**config.mk**
```make
export PLATFORM = sky130hd
export DESIGN_NAME = key_search_engine
export DESIGN_NICKNAME = d
export VERILOG_FILES = /design/src/rtl/key_search_engine.sv
export SDC_FILE = /design/constraint.sdc
export NUM_CORES = 1
export LEC_CHECK = 0
export ABC_AREA = 1
export ABC_CLOCK_PERIOD_IN_PS = 4470
export CAP_MARGIN = 15
export CORE_MARGIN = 2
export CORE_UTILIZATION = 30
export CTS_BUF_LIST = sky130_fd_sc_hd__clkbuf_8
export CTS_CLUSTER_SIZE = 25
export DETAILED_ROUTE_END_ITERATION = 10
export PLACE_DENSITY_LB_ADDON = 0.25
export SETUP_SLACK_MARGIN = 0.15
export SYNTH_ARGS = -nofsm -noshare
export SYNTH_HDL_FRONTEND = slang
export SYNTH_SLANG_ARGS = --single-unit
```
**constraint.sdc**
```tcl
create_clock -name clk -period 4.47 [get_ports clk]
set_clock_uncertainty 0.05 [all_clocks]
set_input_delay 0.447 -clock clk [delete_from_list [all_inputs] [get_ports clk]]
set_output_delay 0.447 -clock clk [all_outputs]
set_load 0.02 [all_outputs]
```
**src/rtl/key_search_engine.sv**
```systemverilog
// Brute-force key recovery engine: sweeps candidate keys in ascending order and
// accepts the first key whose locked netlist output matches the oracle on every pattern.
module key_search_engine #(
  parameter int NIN  = 4,
  parameter int NKEY = 3,
  parameter int NOUT = 1,
  parameter int CW   = 16
) (
  input  logic            clk,
  input  logic            rst,
  input  logic            start,
  input  logic            abort,
  input  logic [NOUT-1:0] locked_y,
  input  logic [NOUT-1:0] oracle_y,
  output logic [NIN-1:0]  pat_out,
  output logic [NKEY-1:0] key_out,
  output logic            busy,
  output logic            done,
  output logic            found,
  output logic [NKEY-1:0] key_found,
  output logic [CW-1:0]   cycles
);

  typedef enum logic [1:0] {IDLE, RUN, DONE} state_t;

  localparam logic [NIN-1:0]  PAT_MAX = '1;
  localparam logic [NKEY-1:0] KEY_MAX = '1;
  localparam logic [CW-1:0]   CYC_MAX = '1;

  state_t state, state_nx;
  logic   mismatch, last_pat, last_key;

  assign mismatch = (locked_y != oracle_y);
  assign last_pat = (pat_out == PAT_MAX);
  assign last_key = (key_out == KEY_MAX);

  assign busy = (state == RUN);
  assign done = (state == DONE);

  always_ff @(posedge clk or posedge rst) begin
    if (rst) state <= IDLE;
    else     state <= state_nx;
  end

  // Abort outranks both terminal conditions of the sweep.
  always_comb begin
    state_nx = state;
    case (state)
      IDLE: if (start) state_nx = RUN;
      RUN: begin
        if (abort)                      state_nx = IDLE;
        else if (mismatch && last_key)  state_nx = DONE;
        else if (!mismatch && last_pat) state_nx = DONE;
      end
      DONE:    state_nx = IDLE;
      default: state_nx = IDLE;
    endcase
  end

  always_ff @(posedge clk or posedge rst) begin
    if (rst) begin
      pat_out   <= '0;
      key_out   <= '0;
      found     <= 1'b0;
      key_found <= '0;
      cycles    <= '0;
    end else begin
      case (state)
        IDLE: begin
          if (start) begin
            pat_out   <= '0;
            key_out   <= '0;
            found     <= 1'b0;
            key_found <= '0;
            cycles    <= '0;
          end
        end
        RUN: begin
          if (cycles != CYC_MAX) cycles <= cycles + CW'(1);
          if (abort) begin
            found <= 1'b0;
          end else if (mismatch) begin
            // A mismatch rejects the key; restart the pattern sweep on the next key.
            if (!last_key) begin
              key_out <= key_out + NKEY'(1);
              pat_out <= '0;
            end else begin
              found <= 1'b0;
            end
          end else if (!last_pat) begin
            pat_out <= pat_out + NIN'(1);
          end else begin
            found     <= 1'b1;
            key_found <= key_out;
          end
        end
        default: ;
      endcase
    end
  end

endmodule

```
---- After elaboration in Yosys (flattened, before gate mapping) ----
Index checks and enable logic that the tools add are counted.
operators by class
  reductions and logical operators ........ 11
  equal/unequal tests ..................... 18
  muxes and demuxes ....................... 29
  add/sub/neg operators ................... 3
operator list
  operator                                       count
  two-way mux 16 bit                             2
  case mux 16 bit (2 select lines)               1
  two-way mux 3 bit                              7
  two-way mux 4 bit                              5
  adder 16 x 1 -> 16 bit, second input constant  1
  != test 16 bit, second input constant          1
  AND reduction 5 bit                            3
  case mux 3 bit (2 select lines)                2
  two-way mux 2 bit                              4
  != test 2 bit, second input constant           4
  != test 4 x 2 -> 1 bit, second input constant  2
  case mux 4 bit (2 select lines)                1
  != test 2 x 1 -> 1 bit, second input constant  3
  != test 3 bit, second input constant           2
  two-way mux 1 bit                              5
  adder 4 x 1 -> 4 bit, second input constant    1
  == test 4 bit, second input constant           1
  != test 4 x 3 -> 1 bit, second input constant  1
  case mux 2 bit (2 select lines)                1
  AND reduction 4 bit                            1
  adder 3 x 1 -> 3 bit, second input constant    1
  == test 3 bit, second input constant           1
  AND reduction 3 bit                            1
  == test 2 x 1 -> 1 bit, second input constant  1
  8 further kinds                                9
word-level totals
  flip-flop bits (word level) ............. 29
  logic and storage cells ................. 67
  output and inout bits ................... 29
  input bits .............................. 6

---- Logic depth before layout (Yosys ltp) ----
Gate-level depths: netlist of the first run.
  depth in word-level cells ............... 7
  mapped depth ............................ 10
  mapped depth without buffers ............ 9

---- Least setup slack after synthesis of the first run ----
OpenSTA, ideal clock, no wires.
  kind .................................... register to register
  start ................................... register cycles[0]
  end ..................................... register cycles[3]
  library setup time ...................... 0.074 ns
  required time ........................... 4.346 ns
  period minus slack after synthesis ...... 1.610 ns
  data arrival time ....................... 1.486 ns
  buffers on the path ..................... 1
  path slack .............................. 2.860 ns
  cell stages (with the launch flop) ...... 11
  cell sequence ........................... dfrtp_1 > ha_1 > nand2_2 > nor2_4 > nand2_2 > nor2_4 > nand2_2 > nand2_4 > buf_8 > nand2_1 > o21ai_2
on the way
  longest elaborated chain between the ends .. 3
  elaborated cells between the ends (all ways) .. 6
  those cells by class .................... 1 x add/sub; 2 x eq/ne; 2 x mux; 1 x reduce/logical
RTL lines
  item                                                                     RTL line  RTL
  from (decl)                                                              21        output logic [CW-1:0] cycles
  from (signal assigned)                                                   79        if (cycles != CYC_MAX) cycles <= cycles + CW'(1);
  adder 16 x 1 -> 16 bit or != test 16 bit (tied branches)                 79
  two-way mux 16 bit or != test 2 x 1 -> 1 bit (tied branches)             --
  case mux 16 bit (2 select lines) or AND reduction 3 bit (tied branches)  --
Several ways; a longest one is shown, not always the timed one. The select of a mux whose other input is x is not followed.
A chain may end at the register's enable or synchronous reset.

---- Worst setup path after layout of the first run ----
  start ................................... register state[0]
  end ..................................... output busy
on the way
  longest elaborated chain between the ends .. 1
RTL lines
  item                    RTL line  RTL
  from (decl)             30        state_t state, state_nx;
  from (signal assigned)  42        else state <= state_nx;
  == test 2 x 1 -> 1 bit  37        assign busy = (state == RUN);
  to (decl)               17        output logic busy,
No other way between the ends.

==> results of run 1 <==
-- through the flow --
step | cells | hold slack (ns) | worst slack, ns | utilization, % | power (mW)
3_3_place_gp | 351 | 0.417 | 2.61 | 38.8 | 0.563
3_5_place_dp | 351 | 0.419 | 2.55 | 38.8 | 0.566
6_report | 359 | 0.426 | 2.49 | 40.2 | 0.767
5_1_grt | 359 | 0.462 | 2.41 | 40.2 | 0.824
4_1_cts | 359 | 0.433 | 2.49 | 40.2 | 0.776
2_1_floorplan | 246 | 0.475 | 2.86 | - | 0.469
-- layout make-up --
class                      count  area [um^2]
clock buffer                   5         68.8
clock inverter                 3         11.3
fill                         601         3330
inverter                      28          105
multi-input combinational    186          887
sequential                    29          726
tap                           72         90.1
timing repair buffer          36          355
-- synthesized netlist by cell type --
cell	count	share of area, %
nor2_2	3	1.1
nand2_1	87	19
xnor2_1	1	0.50
o21ai_2	2	1.0
ha_1	5	3.6
dfrtp_1	29	42
o21bai_1	2	0.86
nor2_4	2	1.3
nand3b_1	1	0.43
nand2_2	4	1.4
or2_2	2	0.72
buf_2	2	0.57
a21oi_1	1	0.29
inv_2	1	0.22
o21ai_1	2	0.57
nand3_1	24	6.9
nor2_1	26	5.6
nand4_1	3	1.1
nand2_4	1	0.65
buf_8	1	0.86
inv_1	27	5.8
xor2_1	2	1.0
o21ai_0	17	4.9
nor3_1	1	0.29
-- power by group --
| part | switching (mW) | internal, mW | total [mW] | leakage [nW] |
|---|---|---|---|---|
| combinational | 0.126 | 0.0971 | 0.223 | 0.586 |
| sequential | 0.0430 | 0.294 | 0.337 | 0.396 |
| clock | 0.104 | 0.104 | 0.207 | 0.0519 |
-- routing by layer --
layer	vias up	global-route usage, %	wire (um)	part of all wire (%)
met5	-	0	0	0
met4	0	6.10	70	1.7
met3	7	3.37	125	3.0
met2	31	24.5	2000	48
met1	746	19.0	1970	47
li1	860	-	-	-
-- sequential cells by signal, summed over array words and instances, names as in the netlist --
signal,flops
key_out,3
pat_out,4
state,2
found,1
key_found,3
cycles,16
-- critical path, delay by kind of cell (launching register included) --
kind,cells,cell delay (ns)
simple gates,1,0.12
buf+inv,2,0.70
flops,1,0.37
-- worst paths after layout --
path,from,endpoint,depth (start not counted)
worst max-delay path,state[0],busy,3
worst min-delay path,found,found,2
worst max register to register,state[0],key_out[0],10
worst min register to register,found,found,2
max in group asynchronous,rst,key_out[2],3
min in group asynchronous,rst,cycles[14],3
-- cells by family after synthesis --
family | share of synthesized area [%]
buf+inv | 7.47
xor+xnor | 1.51
simple gates | 38.2
compound gates | 7.61
fa+ha+maj | 3.59
flops | 41.6
==> impl_metrics.json, run 1 <==
{
  "outcome": "finished clean",
  "cp-end-kind": "output port",
  "criticalPathCategory": "reg -> out",
  "num_vias": 1644,
  "fmax_ghz": 0.505,
  "worstPathArrival_ns": 1.48,
  "critPathMaxFanout": 3,
  "yosysWarnings": 0,
  "design_area_um2": 2240,
  "start_util_pct": 31.3,
  "rsz0062_at_grt": "false",
  "ios": 35,
  "grt_max_degree": 30,
  "layout.cells.most_common": "nand2_1",
  "synth.avg_cell_area_um2": 7.09,
  "ant_nets": 0,
  "syn_area_um2": 1740,
  "slowest_stage": "clkdlybuf4s50_1",
  "synth_fp_nets": 257,
  "cts_hold_buf": 0,
  "dpl.hpwl_um": 3040,
  "die_x_um": 80.2,
  "ir_drop_uv": 295,
  "power_density_nw_per_um2": 342,
  "gp_congestion": 0.778,
  "cts_tree": "yes",
  "slew_violations": 0,
  "ys_ff_latch": 29,
  "vias_per_cell": 4.58,
  "fin_crit_sh_pct": 44.3,
  "ys_types": 24,
  "wirelength_um": 4160,
  "clk_pin_slew_worst_paths_ns": 0.06,
  "cts_resized": 0,
  "numClockSinks": 29,
  "drc_errors": 0,
  "io_buffer_count": 34,
  "seq_area_frac_synth_pct": 41.6,
  "grt_pass1_wl_um": 7420,
  "syn_inst": 246,
  "drive_gt1_share_pct": 7.67,
  "placed_cell_area_um2": 2160,
  "grt_overflow": 0,
  "cts_buffer_depth": 2,
  "finalHoldViolCount": 0,
  "core_um2": 5570,
  "rows": 27,
  "tns_ns": 0,
  "clock-root-buffer": "clkbuf_8",
  "h-tree-depth": 2,
  "min_path_type": "reg -> reg",
  "cts_inserted_buffers": 5,
  "antenna_found_initial": 0,
  "clock_latency_ns": 0.29,
  "drtPass1Iterations": 4,
  "dieArea_um2": 6440,
  "nNetsFinal": 297,
  "max_slew_margin_pct": 73.2,
  "die_h_um": 80.2,
  "setup_viol": 0,
  "maxCapViolCount": 0,
  "cts_setup_buffers": 0,
  "mostFrequentLayoutCells": "nand2_1, clkdlybuf4s50_1, inv_1, dfrtp_1, nor2_1",
  "grt_pass1_vias": 1611,
  "grt_use_total_pct": 15.0,
  "cp-start-kind": "register",
  "diodes": 0,
  "syn2layout_area_growth_pct": 28.7,
  "crit_required_ns": 3.97,
  "rrSetupSlack_ns": 2.78,
  "max_stage_delay_ns": 0.63,
  "crit_chain": "inv_1, nor2_2, clkdlybuf4s50_1",
  "fin_crit_ns": 1.98,
  "leakage_nw": 1.03,
  "wire_per_inst_um": 11.6,
  "worst_pin_slew_ns": 0.402,
  "drtIter0Drc": 94
}
No activity file was read; power rests on OpenSTA's default activity.
==> run 2: changes to the inputs <==
ABC_CLOCK_PERIOD_IN_PS = 2050   (was 4470)
clock period = 2.05 ns   (was 4.47 ns; I/O delays follow)
==> run 2 against run 1 <==
  * Non-clock buffer count rose by 1
  * Utilization rose by 0.29 points
  * Critical endpoint is now cycles[9]
  * Largest power group unchanged
  * Critical path type unchanged
  * Routed wire length fell by 0.98%
  * Count of clock-buffer cells in the layout rose by 1
  * Sequential cell count did not move
==> impl_metrics.json, run 2 (same netlist as run 1, synthesis figures left out) <==
{
  "rrSetupSlack_ns": 0.41,
  "grt_pass1_vias": 1518,
  "worstPathArrival_ns": 1.43,
  "cp-start-kind": "register",
  "clk_pin_slew_worst_paths_ns": 0.06,
  "crit_required_ns": 1.79,
  "nNetsFinal": 298,
  "regMostFlops": "cycles",
  "dieArea_um2": 6440,
  "setup_viol": 0,
  "num_vias": 1634,
  "ir_drop_uv": 364,
  "drtPass1Iterations": 4,
  "crit_chain": "clkdlybuf4s50_1",
  "cts_buffer_depth": 2,
  "io_buffer_count": 34,
  "design_area_um2": 2260,
  "fin_crit_sh_pct": 82.3,
  "ant_nets": 0,
  "cts_tree": "yes",
  "placed_cell_area_um2": 2170,
  "max_slew_margin_pct": 73.9,
  "die_x_um": 80.2,
  "dpl.hpwl_um": 3090,
  "min_path_type": "in -> async",
  "multi_input_area_um2": 887,
  "mostFrequentLayoutCells": "nand2_1, clkdlybuf4s50_1, dfrtp_1, inv_1, nor2_1",
  "maxCapViolCount": 0,
  "regArea_um2": 726,
  "clock_latency_ns": 0.27,
  "critPathMaxFanout": 7,
  "fillerInstances": 584,
  "drc_errors": 0,
  "cp-end-kind": "output port",
  "syn2layout_area_growth_pct": 29.6,
  "rows": 27,
  "cp_top_family": "buffers and inverters",
  "cts_inserted_buffers": 5,
  "drive_gt1_share_pct": 8.36,
  "criticalPathCategory": "reg -> out",
  "top_regs": "cycles (16), pat_out (4)",
  "tns_ns": 0,
  "vias_per_cell": 4.55,
  "fmax_ghz": 0.593,
  "crit_buf_inv": 1,
  "wirelength_um": 4120,
  "grt_overflow": 0,
  "rsz0062_at_grt": "false",
  "wire_per_inst_um": 11.5,
  "fin_util_pct": 40.5,
  "holdWs_ns": 0.253,
  "total_power_mw": 1.70,
  "leakage_nw": 1.05,
  "power_density_nw_per_um2": 751,
  "drtIter0Drc": 109,
  "diodes": 0,
  "start_util_pct": 31.3,
  "finalHoldViolCount": 0,
  "worst_pin_slew_ns": 0.390,
  "core_um2": 5570,
  "largest_reg_flops": 16,
  "outcome": "finished clean",
  "grt_pass1_wl_um": 7000,
  "die_h_um": 80.2,
  "slew_violations": 0,
  "ios": 35,
  "layout.cells.most_common": "nand2_1",
  "h-tree-depth": 2,
  "gp_congestion": 0.825,
  "numClockSinks": 29,
  "fin_crit_ns": 1.69,
  "grt_max_degree": 30,
  "slowest_stage": "clkdlybuf4s50_1",
  "clock-root-buffer": "clkbuf_8",
  "max_stage_delay_ns": 0.66,
  "grt_use_total_pct": 14.1,
  "antenna_found_initial": 0
}
[run 2: cell count changes in the layout (fill, tap and decap cells not counted)]
cell / previous run / this run
inv_1: 30 / 28
buf_4: 2 / 3
clkbuf_8: 5 / 6
clkdlybuf4s50_1: 34 / 33
dlymetal6s2s_1: 0 / 1
[run 2: power by group]
part | internal [mW] | switching, mW
logic | 0.215 | 0.278
registers | 0.642 | 0.0872
clock network | 0.261 | 0.214
[run 2: layer usage]
metal / vias up / global-route usage, % / part of all wire (%)
li1: 856 / - / -
met1: 729 / 18.3 / 47
met2: 39 / 22.4 / 46
met3: 10 / 3.60 / 4.4
met4: 0 / 5.25 / 1.7
met5: - / 0 / 0
[run 2: worst paths after layout]
path / from / cells past startpoint / endpoint
worst max-delay path: cycles[9] / 1 / cycles[9]
worst min-delay path: rst / 3 / key_found[2]
worst max register to register: cycles[0] / 7 / cycles[8]
worst min register to register: found / 2 / found
max in group asynchronous: rst / 3 / cycles[3]
min in group clk: found / 2 / found
[run 2: layout make-up]
| cell class | count | area share (%) |
|---|---|---|
| clock buffers | 6 | 3.65 |
| well taps | 72 | 3.99 |
| clock inverters | 1 | 0.166 |
| inverters | 28 | 4.65 |
| repair buffers | 37 | 16.2 |
| multi-input cells | 186 | 39.3 |
| flip-flops and latches | 29 | 32.1 |
[run 2: stage by stage]
step	cells	setup WS (ns)
after CTS	359	0.228
after global routing	359	0.187
after detailed placement	352	0.367
final	359	0.362
after global placement	352	0.361
after floorplan	246	0.440
[run 2: what timing repair did]
action | in CTS | in global routing
endpoints found under the setup margin | 0 | 1
resized for setup | 0 | 1
hold buffers | 0 | 0
setup buffers | 0 | 0
[run 2: worst register-to-register path, stage by stage (launching register included)]
cell and delay (ns):
dfrtp_1 0.44, ha_1 0.26, nand2_2 0.11, nor2_4 0.05, nand3_1 0.09, nor2_1 0.06, nor2_1 0.31, o21ai_0 0.13
